<file path="src/rtl/fma_op_sequencer.sv">
// Operand issuer / result collector for the BF16 FMA: walks a DEPTH-entry operand
// table, hands each {A,B,C} triple to the FMA and records its result and flags.
module fma_op_sequencer #(
    parameter int DEPTH   = 8,
    parameter int AW      = 3,
    parameter int TIMEOUT = 15
) (
    input  logic          clk,
    input  logic          rst,
    input  logic          start,
    output logic [AW-1:0] tbl_addr,
    input  logic [47:0]   tbl_data,
    output logic          op_valid,
    input  logic          op_ready,
    output logic [15:0]   op_a,
    output logic [15:0]   op_b,
    output logic [15:0]   op_c,
    input  logic          res_valid,
    input  logic [15:0]   res,
    input  logic [6:0]    flags,
    output logic [15:0]   last_res,
    output logic [6:0]    last_flags,
    output logic [6:0]    flag_accum,
    output logic [AW:0]   res_cnt,
    output logic          busy,
    output logic          done,
    output logic          timeout,
    output logic [2:0]    dbg_state
);

    typedef enum logic [2:0] {
        S_IDLE  = 3'd0,
        S_FETCH = 3'd1,
        S_LOAD  = 3'd2,
        S_ISSUE = 3'd3,
        S_WAIT  = 3'd4,
        S_DONE  = 3'd5
    } state_e;

    localparam logic [AW-1:0] LAST_IDX = AW'(DEPTH - 1);
    localparam logic [7:0]    TO_LIM   = 8'(TIMEOUT);

    state_e        state_q, state_d;
    logic [AW-1:0] idx_q, idx_d;
    logic [15:0]   op_a_q, op_a_d, op_b_q, op_b_d, op_c_q, op_c_d;
    logic [15:0]   last_res_q, last_res_d;
    logic [6:0]    last_flags_q, last_flags_d;
    logic [6:0]    flag_accum_q, flag_accum_d;
    logic [AW:0]   res_cnt_q, res_cnt_d;
    logic          timeout_q, timeout_d;
    logic [7:0]    wd_q, wd_d, wd_inc;

    always_ff @(posedge clk or negedge rst) begin
        if (!rst) state_q <= S_IDLE;
        else      state_q <= state_d;
    end

    // Operand handshake: op_valid rises in ISSUE and stays high with op_a/b/c frozen
    // until the cycle op_ready is also high; that cycle is the single transfer.
    always_comb begin
        state_d = state_q;
        case (state_q)
            S_IDLE:  if (start) state_d = S_FETCH;
            S_FETCH: state_d = S_LOAD;
            S_LOAD:  state_d = S_ISSUE;
            S_ISSUE: if (op_ready) state_d = S_WAIT;
            S_WAIT: begin
                if (res_valid)            state_d = (idx_q == LAST_IDX) ? S_DONE : S_FETCH;
                else if (wd_inc == TO_LIM) state_d = S_DONE;
            end
            S_DONE:  state_d = S_IDLE;
            default: state_d = S_IDLE;
        endcase
    end

    always_comb begin
        busy      = (state_q != S_IDLE);
        op_valid  = (state_q == S_ISSUE);
        done      = (state_q == S_DONE);
        dbg_state = state_q;
    end

    // The table index doubles as the address register, so it only moves on entry to FETCH.
    always_comb begin
        idx_d        = idx_q;
        op_a_d       = op_a_q;
        op_b_d       = op_b_q;
        op_c_d       = op_c_q;
        last_res_d   = last_res_q;
        last_flags_d = last_flags_q;
        flag_accum_d = flag_accum_q;
        res_cnt_d    = res_cnt_q;
        timeout_d    = timeout_q;
        wd_d         = wd_q;
        wd_inc       = wd_q + 8'd1;
        case (state_q)
            S_IDLE: begin
                if (start) begin
                    idx_d        = '0;
                    flag_accum_d = '0;
                    res_cnt_d    = '0;
                    timeout_d    = 1'b0;
                end
            end
            S_LOAD: begin
                op_a_d = tbl_data[47:32];
                op_b_d = tbl_data[31:16];
                op_c_d = tbl_data[15:0];
            end
            S_ISSUE: begin
                if (op_ready) wd_d = '0;
            end
            S_WAIT: begin
                if (res_valid) begin
                    last_res_d   = res;
                    last_flags_d = flags;
                    flag_accum_d = flag_accum_q | flags;
                    res_cnt_d    = res_cnt_q + (AW+1)'(1);
                    if (idx_q != LAST_IDX) idx_d = idx_q + AW'(1);
                end else begin
                    wd_d = wd_inc;
                    if (wd_inc == TO_LIM) timeout_d = 1'b1;
                end
            end
            default: ;
        endcase
    end

    always_ff @(posedge clk or negedge rst) begin
        if (!rst) begin
            idx_q        <= '0;
            op_a_q       <= '0;
            op_b_q       <= '0;
            op_c_q       <= '0;
            last_res_q   <= '0;
            last_flags_q <= '0;
            flag_accum_q <= '0;
            res_cnt_q    <= '0;
            timeout_q    <= 1'b0;
            wd_q         <= '0;
        end else begin
            idx_q        <= idx_d;
            op_a_q       <= op_a_d;
            op_b_q       <= op_b_d;
            op_c_q       <= op_c_d;
            last_res_q   <= last_res_d;
            last_flags_q <= last_flags_d;
            flag_accum_q <= flag_accum_d;
            res_cnt_q    <= res_cnt_d;
            timeout_q    <= timeout_d;
            wd_q         <= wd_d;
        end
    end

    assign tbl_addr   = idx_q;
    assign op_a       = op_a_q;
    assign op_b       = op_b_q;
    assign op_c       = op_c_q;
    assign last_res   = last_res_q;
    assign last_flags = last_flags_q;
    assign flag_accum = flag_accum_q;
    assign res_cnt    = res_cnt_q;
    assign timeout    = timeout_q;

endmodule

</file>
<file path="config.mk">
export PLATFORM = sky130hd
export DESIGN_NAME = fma_op_sequencer
export DESIGN_NICKNAME = d
export VERILOG_FILES = /design/src/rtl/fma_op_sequencer.sv
export SDC_FILE = /design/constraint.sdc
export NUM_CORES = 1
export LEC_CHECK = 0
export CORE_ASPECT_RATIO = 1.2
export CORE_MARGIN = 2
export CORE_UTILIZATION = 44
export CTS_BUF_LIST = sky130_fd_sc_hd__clkbuf_4 sky130_fd_sc_hd__clkbuf_8
export DETAILED_ROUTE_END_ITERATION = 12
export GPL_TIMING_DRIVEN = 0
export PLACE_DENSITY = 0.82
export SYNTH_ARGS = -nofsm -noshare
export SYNTH_HDL_FRONTEND = slang
export SYNTH_SLANG_ARGS = --single-unit
</file>
<file path="constraint.sdc">
create_clock -name clk -period 1.7 [get_ports clk]
set_input_delay 0.34 -clock clk [delete_from_list [all_inputs] [get_ports clk]]
set_output_delay 0.34 -clock clk [all_outputs]
set_load 0.05 [all_outputs]
</file>
# == Word level (Yosys, flattened, before mapping) ==
# Index checks and enable logic that the tools add are counted.
# word_totals
register_bits,97
inputBits,76
out_inout_bits,92
elab_cells,63
# op_classes
n_addsub,3
eq_ne,15
muxes,23
bitwise,1
n_reduce_logical,10
# op_table
cell,n
3-bit two-way mux,8
8-bit two-way mux,2
8-bit one-hot mux with 2 select lines,1
3-bit one-hot mux with 5 select lines,1
7-bit two-way mux,2
7-bit one-hot mux with 2 select lines,1
"2-bit inequality test, second input constant",5
"3-bit equality test, second input constant",3
3-bit AND reduction,3
"8-bit by 1-bit adder with 8-bit output, second input constant",1
"8-bit by 4-bit equality test with 1-bit output, second input constant",1
4-bit two-way mux,2
4-bit one-hot mux with 2 select lines,1
4-bit AND reduction,2
7-bit bitwise OR,1
"3-bit by 2-bit equality test with 1-bit output, second input constant",2
"3-bit inequality test, second input constant",2
3-bit one-hot mux with 2 select lines,1
"4-bit by 1-bit adder with 4-bit output, second input constant",1
2-bit nonzero test,2
"3-bit by 1-bit adder with 3-bit output, second input constant",1
"3-bit by 1-bit equality test with 1-bit output, second input constant",1
3-bit logical NOT,1
1-bit two-way mux,3
4 further kinds,4

# == Longest topological paths before layout ==
# depth
depth_word,5
mapped_depth,6
mapped_depth_nobuf,6

# == Worst setup path after synthesis ==
# OpenSTA, ideal clock, no wires.
# synth_timing
path_type,reg-to-reg
start,register state_q[1] (netlist: dbg_state[1])
end,register wd_q[3]
setup_time_ps,134
arrival_ps,1879
t_required_ps,1566
setup_slack_ps,-312
path_stages_with_launch,6
path_buffers,1
period_less_slack_ps,2012
path_cell_list,dfrtp_1 -> buf_2 -> and3b_1 -> a21oi_4 -> o21ai_0 -> o21ai_0
# synth_between
elab_chain_cells,3
elab_cells_between_ends,7
cone_classes,eq/ne: 4; mux: 1; reduce/logical: 2
# synth_rtl
element,line,rtl
"start, declared",43,"state_e state_q, state_d;"
"start signal, assigned",55,else state_q <= state_d;
3-bit by 2-bit equality test with 1-bit output (*),-,
via op_valid,13,"output logic op_valid,"
2-bit by 1-bit inequality test with 1-bit output (no source line) or 2-bit nonzero test (tied branches),-,
3-bit AND reduction (no source line),-,
"end signal, assigned",151,wd_q <= wd_d;
"end, declared",51,"logic [7:0] wd_q, wd_d, wd_inc;"
# Mark *: on every way through the listed nets, which the timed path passes. The rest lies on a longest branch.
# A chain may end at the register's enable or synchronous reset.

# == Final worst setup path ==
# layout_timing
start,register state_q[2] (netlist: dbg_state[2])
end,output port op_valid
# layout_between
elab_chain_cells,1
# layout_rtl
element,line,rtl
3-bit by 2-bit equality test with 1-bit output,78,op_valid = (state_q == S_ISSUE);
"end, declared",13,
# No other way between the ends.

==> impl_metrics.py <==
metrics = {
    "clocking": {
        "path_clk_slew_ns": 0.09,
        "cts-root-buf": "clkbuf_8",
        "ctsLongestPathBuffers": 2,
        "clkSinkCount": 97,
        "cts_tree": "built",
        "cts_buffers": 9,
        "clk_latency_ns": 0.35,
        "cts.htree.levels": 3,
    },
    "logic_synthesis": {
        "synthAdderAreaFrac_pct": 1.57,
        "synth_seq_cells": 97,
        "synth.distinct_cells": 37,
        "ys_seq_area_share_pct": 61.1,
        "synth_top_family_by_area": "multiplexers",
        "syn_inst": 335,
        "synth_edf_count": 0,
        "synth_warnings": 0,
        "avgSynthCellArea_um2": 11.9,
        "synthArstFlopShare_pct": 100,
        "syn_nets": 416,
        "yosys.area_share.simple_pct": 13.6,
        "synthXorXnorAreaFrac_pct": 0.882,
        "yosys-mux-area-fraction_pct": 13.9,
        "synthFlopType": "dfrtp_1",
        "synth_compound_area_share_pct": 6.30,
        "synth_area_um2": 3970,
    },
    "min_path": {
        "min_from": "last_res[8]",
        "hold_class": "reg2reg",
    },
    "sta": {
        "hold_viol": 0,
        "rsz0062_at_grt": "true",
        "setup-tns-final_ns": 0,
        "hold_ws_ns": 0.473,
        "timing.fmax_mhz": 595,
        "drv_slew": 0,
        "slew_headroom_pct": 63.4,
        "tightest_slew_ns": 0.552,
        "fin_ws_ns": 0.0186,
        "period_share_pct": 98.9,
        "min_period_ns": 1.68,
        "skew_ns": 0.0125,
        "setup-violations-final": 0,
    },
    "global_route": {
        "track_usage_pct": 20.9,
        "grt_pass1_wl_mm": 16.1,
        "met1_usage_pct": 24.9,
        "grt_overflow_total": 0,
        "grt_pass1_vias": 3229,
        "busiest_layer": "met2",
        "grt_max_degree": 58,
        "antenna_found_initial": 0,
        "use_met2_pct": 36.0,
        "grt_use_met3_pct": 3.69,
    },
    "finish": {
        "finish.utilization_pct": 68.1,
        "final_nets": 603,
        "antenna_cells": 0,
        "drive_gt1_share_pct": 19.6,
        "area_growth_pct": 52.3,
    },
    "worst_setup_path": {
        "critPathCaptureType": "primary output",
        "worstPathArrival_ns": 1.34,
        "crit_fanout": 7,
        "crit_type": "reg2out",
        "worstPathRequired_ns": 1.36,
        "cp-startpoint": "dbg_state[2]",
        "r2r_start": "tbl_addr[0]",
        "cp-start-kind": "register",
        "r2r_slack_ns": 0.11,
    },
    "floorplanning": {
        "die_w_um": 90.8,
        "fp.dieH_um": 108,
        "die_area_um2": 9810,
        "core_um2": 8890,
        "core.rowCount": 38,
        "ios": 168,
        "start_util_pct": 44.7,
    },
    "run_status": {
        "outcome": "finished clean",
    },
    "pwr": {
        "p_leak_nw": 2.92,
        "vdd_ir_drop_max_v": 0.000842,
        "power_density_nw_per_um2": 2080,
    },
    "placement": {
        "dp_hpwl_mm": 7.48,
        "gp_congestion": 0.821,
        "port_buffers": 167,
        "pre_cts_slack_ns": -0.353,
    },
    "route": {
        "drc": 0,
        "via_per_inst": 4.97,
        "wl_per_cell_um": 15.7,
        "drt_pass1_iterations": 4,
        "vias": 3213,
        "drt_iter0_drc": 137,
        "wl_mm": 10.1,
        "final_antenna_net_count": 0,
    },
    "run": {
        "max-cap-violations": 0,
    },
}
-- critical path, stage by stage, from the launching register on --
cell	delay (ns)
dfrtp_2	0.43
buf_6	0.14
and3b_2	0.27
buf_8	0.15
-- state kept, by name, indices dropped and copies added, names as in the netlist --
signal,count
dbg_state,3
res_cnt,4
op_a,16
flag_accum,7
op_c,16
last_res,16
op_b,16
last_flags,7
wd_q,8
timeout,1
tbl_addr,3
-- cells by family after synthesis --
| family | after synthesis |
|---|---|
| AO/OA/AOI/OAI | 40 |
| XOR/XNOR | 4 |
| adder cells (fa/ha/maj) | 5 |
| buffers and inverters | 21 |
| flip-flops | 97 |
| multiplexers | 49 |
| AND/OR/NAND/NOR | 119 |
-- path summary, 6_finish.rpt --
| check | to | cells after the start |
|---|---|---|
| worst max-delay path | op_valid | 3 |
| worst min-delay path | last_res[8] | 2 |
| worst max register to register | tbl_addr[0] | 6 |
| worst min register to register | last_res[8] | 2 |
| max in group asynchronous | dbg_state[2] | 3 |
| min in group asynchronous | last_res[5] | 2 |
-- final cells by class --
cell class	count	area, um^2
Buffer	17	126
Clock buffer	13	166
Clock inverter	2	37.5
Fill cell	687	2840
Inverter	4	15.0
Multi-Input combinational cell	217	1460
Sequential cell	97	2430
Tap cell	120	150
Timing Repair Buffer	176	1660
-- per-stage QoR --
| stage | total power, mW | instances | area, um^2 |
|---|---|---|---|
| after floorplan | 8.89 | 335 | 3980 |
| after global placement | 11.4 | 622 | 5800 |
| after detailed placement | 11.5 | 623 | 5830 |
| after CTS | 12.5 | 643 | 5990 |
| after global routing | 13.2 | 646 | 6050 |
| final | 12.6 | 646 | 6050 |
-- report_power, final --
group	switching, mW	total (mW)	internal (mW)
sequential	0.461	3.72	3.26
combinational	4.98	7.32	2.34
clock	0.752	1.54	0.787
total	6.19	12.6	6.39
-- cells in the final DEF, fill, tap and decap left out, types with 2 or more instances in the layout --
cell type        instances
nor2_1                  14
and3_1                   3
clkbuf_2                 2
a21oi_1                 10
clkbuf_8                11
ha_1                     5
nor3_1                   2
nand2b_1                 2
dfrtp_1                 92
a22oi_1                  2
nand2_1                 81
buf_6                    7
nand3_1                  2
o31ai_1                  4
dlygate4sd2_1           86
o21ai_1                  7
dfrtp_2                  5
nand4_1                  3
mux2_2                  41
inv_2                    2
a31oi_1                  2
clkdlybuf4s50_1         73
o21ai_0                 10
buf_4                   10
buf_2                    8
xor2_1                   3
mux2_1                   7
clkbuf_4                 2
inv_1                    2
-- per-layer routing --
layer	up-vias	wire, um
met5	-	0
met4	0	430
met3	26	482
met2	103	5210
met1	1565	4000
li1	1519	-
-- Yosys cell counts, types with 2 or more instances --
cell type  instances  area share [%]
and3_1             3            0.47
a21oi_1           10             1.3
nand2_1           82             7.7
o21ai_0           10             1.3
buf_2             12             1.5
xor2_1             3            0.66
ha_1               5             1.6
buf_4              4            0.76
nor2_1            15             1.4
o21ai_1            7            0.88
mux2_2            41              12
a31oi_1            2            0.31
mux2_1             7             2.0
o31ai_1            4            0.76
dfrtp_1           97              61
nand4_1            3            0.47
inv_1              4            0.38
nand3_1            2            0.25
a22oi_1            2            0.38
nand2b_1           3            0.47
nor3_1             3            0.38
-- timing repair --
item / in CTS / in global routing
pin swaps: 1 / 0
endpoints found under the setup margin: 93 / 49
gates resized for setup: 120 / 14
hold buffers: 1 / 0
buffers inserted: 4 / 3
hold endpoints to repair: 40 / 0
Note: power is estimated with default switching activity, not from simulation.
